`config.mk`:
```
export PLATFORM = sky130hd
export DESIGN_NAME = tpg_timing_ctrl
export DESIGN_NICKNAME = d
export VERILOG_FILES = /design/src/rtl/tpg_timing_ctrl.sv
export SDC_FILE = /design/constraint.sdc
export NUM_CORES = 1
export LEC_CHECK = 0
export CAP_MARGIN = 10
export CORE_MARGIN = 1
export CORE_UTILIZATION = 40
export DETAILED_ROUTE_END_ITERATION = 8
export PLACE_DENSITY = 0.59
export SYNTH_ARGS = -nofsm -noshare
export SYNTH_HDL_FRONTEND = slang
export SYNTH_SLANG_ARGS = --single-unit
```
`constraint.sdc`:
```
create_clock -name clk -period 20.6 [get_ports clk]
set_input_delay 4.12 -clock clk [delete_from_list [all_inputs] [get_ports clk]]
set_output_delay 4.12 -clock clk [all_outputs]
set_load 0.02 [all_outputs]
```
`src/rtl/tpg_timing_ctrl.sv`:
```
// Timing-set controller for the test pattern generator: shadow register file,
// validated atomic commit to the active set, frame-aligned start/stop and frame counting.
module tpg_timing_ctrl #(
    parameter int H_BITS = 12,
    parameter int V_BITS = 12,
    parameter int FCNT_W = 16
) (
    input  logic              clk,
    input  logic              rst,
    input  logic              wr_vld,
    output logic              wr_rdy,
    input  logic [3:0]        wr_addr,
    input  logic [15:0]       wr_data,
    input  logic              vs_q,
    output logic              tpg_rst,
    output logic [H_BITS-1:0] tHS_START,
    output logic [H_BITS-1:0] tHS_END,
    output logic [H_BITS-1:0] tHACT_START,
    output logic [H_BITS-1:0] tHACT_END,
    output logic [H_BITS-1:0] tH_END,
    output logic [V_BITS-1:0] tVS_START,
    output logic [V_BITS-1:0] tVS_END,
    output logic [V_BITS-1:0] tVACT_START,
    output logic [V_BITS-1:0] tVACT_END,
    output logic [H_BITS-1:0] tV_END,
    output logic              busy,
    output logic              cfg_err,
    output logic [FCNT_W-1:0] frame_cnt
);
    localparam int MW = (H_BITS > V_BITS) ? H_BITS : V_BITS;
    localparam logic [MW-1:0] H_MASK = MW'({H_BITS{1'b1}});
    localparam logic [MW-1:0] V_MASK = MW'({V_BITS{1'b1}});

    typedef enum logic [1:0] {ST_IDLE, ST_START, ST_RUN, ST_STOP_PEND} state_t;

    state_t            state_reg, state_fb, state_next;
    logic              tpg_rst_reg, busy_reg, err_reg, err_next;
    logic              apply_pend_reg, pend_next, vs_d_reg;
    logic [FCNT_W-1:0] frame_cnt_reg;
    logic [MW-1:0]     shadow_reg [10];
    logic [MW-1:0]     active_reg [10];
    logic [MW-1:0]     field_mask [10];
    logic [MW-1:0]     wr_ext;
    logic              fb, wr_fire, ctrl_wr, apply_cmd, cfg_ok;
    logic              commit, count_frame;
    logic              unused_data;

    // Fields 5..8 are vertical; everything else, including tV_END, uses the H width.
    genvar gi;
    generate
        for (gi = 0; gi < 10; gi++) begin : g_mask
            assign field_mask[gi] = (gi >= 5 && gi <= 8) ? V_MASK : H_MASK;
        end
    endgenerate

    assign wr_ext      = MW'(wr_data);
    assign unused_data = ^wr_data[15:3];

    always_comb begin
        fb        = vs_q & ~vs_d_reg;
        wr_fire   = wr_vld & ~apply_pend_reg;
        ctrl_wr   = wr_fire && (wr_addr == 4'd10);
        apply_cmd = ctrl_wr & wr_data[1];
        cfg_ok    = (shadow_reg[0] < shadow_reg[1]) && (shadow_reg[1] <= shadow_reg[4]) &&
                    (shadow_reg[2] < shadow_reg[3]) && (shadow_reg[3] <= shadow_reg[4]) &&
                    (shadow_reg[5] < shadow_reg[6]) && (shadow_reg[6] <= shadow_reg[9]) &&
                    (shadow_reg[7] < shadow_reg[8]) && (shadow_reg[8] <= shadow_reg[9]);
        count_frame = fb && (state_reg == ST_RUN || state_reg == ST_STOP_PEND);

        // Boundary effects are resolved first; a same-cycle command then acts on the result.
        state_fb = state_reg;
        if (state_reg == ST_START)
            state_fb = ST_RUN;
        else if (fb && state_reg == ST_STOP_PEND)
            state_fb = ST_IDLE;

        state_next = state_fb;
        if (ctrl_wr) begin
            if (state_fb == ST_IDLE && wr_data[0])
                state_next = ST_START;
            else if (state_fb == ST_RUN && !wr_data[0])
                state_next = ST_STOP_PEND;
            else if (state_fb == ST_STOP_PEND && wr_data[0])
                state_next = ST_RUN;
        end

        commit    = fb & apply_pend_reg;
        pend_next = apply_pend_reg & ~fb;
        if (apply_cmd && cfg_ok) begin
            if (state_fb == ST_IDLE)
                commit = 1'b1;
            else
                pend_next = 1'b1;
        end

        err_next = err_reg;
        if (apply_cmd && !cfg_ok)
            err_next = 1'b1;
        else if (ctrl_wr && wr_data[2])
            err_next = 1'b0;
    end

    always_ff @(posedge clk) begin
        if (rst) begin
            state_reg      <= ST_IDLE;
            tpg_rst_reg    <= 1'b1;
            busy_reg       <= 1'b0;
            err_reg        <= 1'b0;
            apply_pend_reg <= 1'b0;
            vs_d_reg       <= 1'b0;
            frame_cnt_reg  <= '0;
            for (int i = 0; i < 10; i++) begin
                shadow_reg[i] <= '0;
                active_reg[i] <= '0;
            end
        end else begin
            vs_d_reg       <= vs_q;
            state_reg      <= state_next;
            tpg_rst_reg    <= (state_next == ST_IDLE) || (state_next == ST_START);
            busy_reg       <= (state_next != ST_IDLE);
            err_reg        <= err_next;
            apply_pend_reg <= pend_next;
            if (count_frame)
                frame_cnt_reg <= frame_cnt_reg + FCNT_W'(1);
            for (int i = 0; i < 10; i++) begin
                if (wr_fire && wr_addr == 4'(i))
                    shadow_reg[i] <= wr_ext & field_mask[i];
                if (commit)
                    active_reg[i] <= shadow_reg[i];
            end
        end
    end

    assign wr_rdy      = ~apply_pend_reg;
    assign tpg_rst     = tpg_rst_reg;
    assign busy        = busy_reg;
    assign cfg_err     = err_reg;
    assign frame_cnt   = frame_cnt_reg;
    assign tHS_START   = active_reg[0][H_BITS-1:0];
    assign tHS_END     = active_reg[1][H_BITS-1:0];
    assign tHACT_START = active_reg[2][H_BITS-1:0];
    assign tHACT_END   = active_reg[3][H_BITS-1:0];
    assign tH_END      = active_reg[4][H_BITS-1:0];
    assign tVS_START   = active_reg[5][V_BITS-1:0];
    assign tVS_END     = active_reg[6][V_BITS-1:0];
    assign tVACT_START = active_reg[7][V_BITS-1:0];
    assign tVACT_END   = active_reg[8][V_BITS-1:0];
    assign tV_END      = active_reg[9][H_BITS-1:0];
endmodule

```
==> results.cfg <==
[timing]
final.setup.tns_ns = 0
worst_pin_slew_ns = 1.16
setup_ws_ns = 13.31
min_period_ns = 7.29
drv_slew = 0
hold_viol = 0
rsz0062_at_grt = false
clock.fmax_ghz = 0.137
fin_crit_sh_pct = 35.4
fin_worst_skew_ns = 0.0116
setup_viol = 0
worst_hold_slack_ns = 0.515
max_slew_margin_pct = 21.8

[power]
vdd_drop_max_mv = 0.0533
power_frac_seq_pct = 51.0
powerDensity_nw_per_um2 = 78.7
finalPower_mw = 1.19
comb_power_share_pct = 8.0
pwr-share-clk_pct = 41.0
p_switching_uw = 273
internal_power_uw = 920
sw_frac_of_total_pct = 22.9
p_leak_nw = 5.74

[detailed_routing]
viasPerCell = 5.09
first_pass_iters = 4
ant_nets = 0
wirelength_microns = 29600
drc_errors = 0
vias = 7833
drt_iter0_drc = 546
post_drt_wl_per_cell_microns = 19.2

[synthesis]
ys_warn_count = 0
syn_area_sq_um = 12400
syn_avg_cell_area_sq_um = 12.8
synth_top_family_by_area = simple AND/OR/NAND/NOR gates
yosysSeqAreaShare_pct = 61.8
synth_compound_area_share_pct = 11.0
synth_fa_ha_area_share_pct = 9.37
synthArstFlopShare_pct = 0
synth_cells = 972
syn-num-nets = 1089
synth-seq-cells = 263
synth_edf_count = 240
synth_xor_area_share_pct = 1.13
synthSimpleGateAreaFrac_pct = 11.7
muxShareOfSynthArea_pct = 0.161
yosys_most_used_dff = edfxtp_1
ys_types = 52

[cells_and_area]
drive_gt1_share_pct = 4.90
post-route-util_pct = 49.5
fin_nets = 1236
fillers = 2781
multiInputGateArea_sq_um = 4170
finalNonFillerCells = 1538
antenna_cells = 0
mostFrequentLayoutCell = edfxtp_1
final_area_sq_um = 15200
final_cell_mix = edfxtp_1, clkdlybuf4s50_1, and2_1, a21oi_1, ha_1
regArea_sq_um = 7670
syn_to_final_growth_pct = 22.1

[clock_tree]
insertion_delay_ns = 0.55
clk_path_buf_depth = 3
cts_buffers = 29
postCtsHoldBufs = 0
post_cts_buffers = 0
cts_resized = 0
cts_num_sinks = 263
htree_levels = 1
cts_tree = yes
clk_pin_slew_worst_paths_ns = 0.06
cts-root-buf = clkbuf_16

[critical_path]
worst-path-buf-inv = 4
critPathSlowestCell = buf_4
crit_arrival_ns = 7.45
crit_top_cell = buf_4
reg2regPathDepth = 11
worstSetupPathDepth = 9
endpoint_kind = flip-flop
crit_chain = clkdlybuf4s50_1, nor4bb_1, and2_1, nand2_1, inv_1, nand3_1, o21ai_4, buf_4, buf_4
worstSetupStartpointType = input port
crit_required_ns = 20.76
critical_path.max_fanout = 83
critical-path-max-stage-delay_ns = 0.82
worst_path_dominant_cell_family = buffers and inverters
path_class = in -> reg

[die]
fp.dieArea_sq_um = 31700
fp.dieH_microns = 178
num_rows = 64
core_area_sq_um = 30600
die_width_microns = 178
initial_core_util_pct = 40.6
io_pins = 164

[flow_run]
maxCapViolCount = 0

[global_route]
grt_antenna_before_repair = 1
grt_start_max_net_pins = 87
grt_pass1_vias = 7483
grt_overflow = 0
grt_usage_pct = 18.8
grt_pass1_wl_microns = 44400

[placed_design]
dp_cells = 1484
post-place-ws_ns = 12.73
portBuffers = 159
gp_congestion = 0.864
placedInstanceArea_sq_um = 14300
hpwlAfterDp_microns = 20900

[hold_path]
min_path_cells = 2
hold_class = reg -> reg

[outcome]
status = finished, final reports clean
## tightest hold or removal path, cell delays in order (launching register included)
cell	delay [ns]
dfxtp_1	0.34
xor2_1	0.07
nor2_1	0.07
## kinds of logic after synthesis
group,after synthesis
xor gates and xnor gates,16
AOI/OAI and AO/OA,218
DFF,263
and+or+nand+nor,253
adders and majority gates,93
muxes,2
buffers and inverters,127
## final cells by class
type / count / area share (%)
Clock buffer: 44 / 5.36
Clock inverter: 10 / 0.545
Inverter: 78 / 1.93
Multi-Input combinational cell: 582 / 27.5
Sequential cell: 263 / 50.6
Tap cell: 396 / 3.27
Timing Repair Buffer: 165 / 10.8
## synthesized netlist by cell type (13+ instances only)
cell,instances,share of area (%)
nand2_1,24,0.73
xor2_1,13,0.92
a21oi_1,104,4.2
inv_1,78,2.4
and2_1,121,6.1
dfxtp_1,23,3.7
a21o_1,14,0.85
nand4_1,22,1.1
edfxtp_1,240,58
clkbuf_1,37,1.1
a21boi_0,21,1.3
o21ai_0,15,0.60
a21boi_1,27,1.6
nor2_1,36,1.1
ha_1,93,9.4
## metal layers
layer	vias to the layer above	track usage, %	share of wire (%)
met3	44	3.58	5.9
met5	-	0	0
li1	3806	-	-
met4	0	5.48	2.2
met2	202	28.7	44
met1	3781	27.0	48
## power by group through the flow
| stage | Combinational, mW | Clock [mW] | Sequential (mW) |
|---|---|---|---|
| 4_1_cts | 0.0962 | 0.498 | 0.609 |
| 3_3_place_gp | 0.0942 | 0 | 0.620 |
| 5_1_grt | 0.104 | 0.517 | 0.610 |
| 2_1_floorplan | 0.0420 | 0 | 0.631 |
| 3_5_place_dp | 0.0958 | 0 | 0.620 |
| 6_report | 0.0953 | 0.489 | 0.609 |
## final timing paths
| path | slack [ns] | to | from |
|---|---|---|---|
| setup / recovery | 13.31 | active_reg[0][14] | wr_addr[3] |
| hold / removal | 0.52 | frame_cnt[15] | frame_cnt[15] |
| setup reg to reg | 16.14 | active_reg[0][14] | shadow_reg[0][47] |
| hold reg to reg | 0.52 | frame_cnt[15] | frame_cnt[15] |
(Power assumes the default switching activity.)
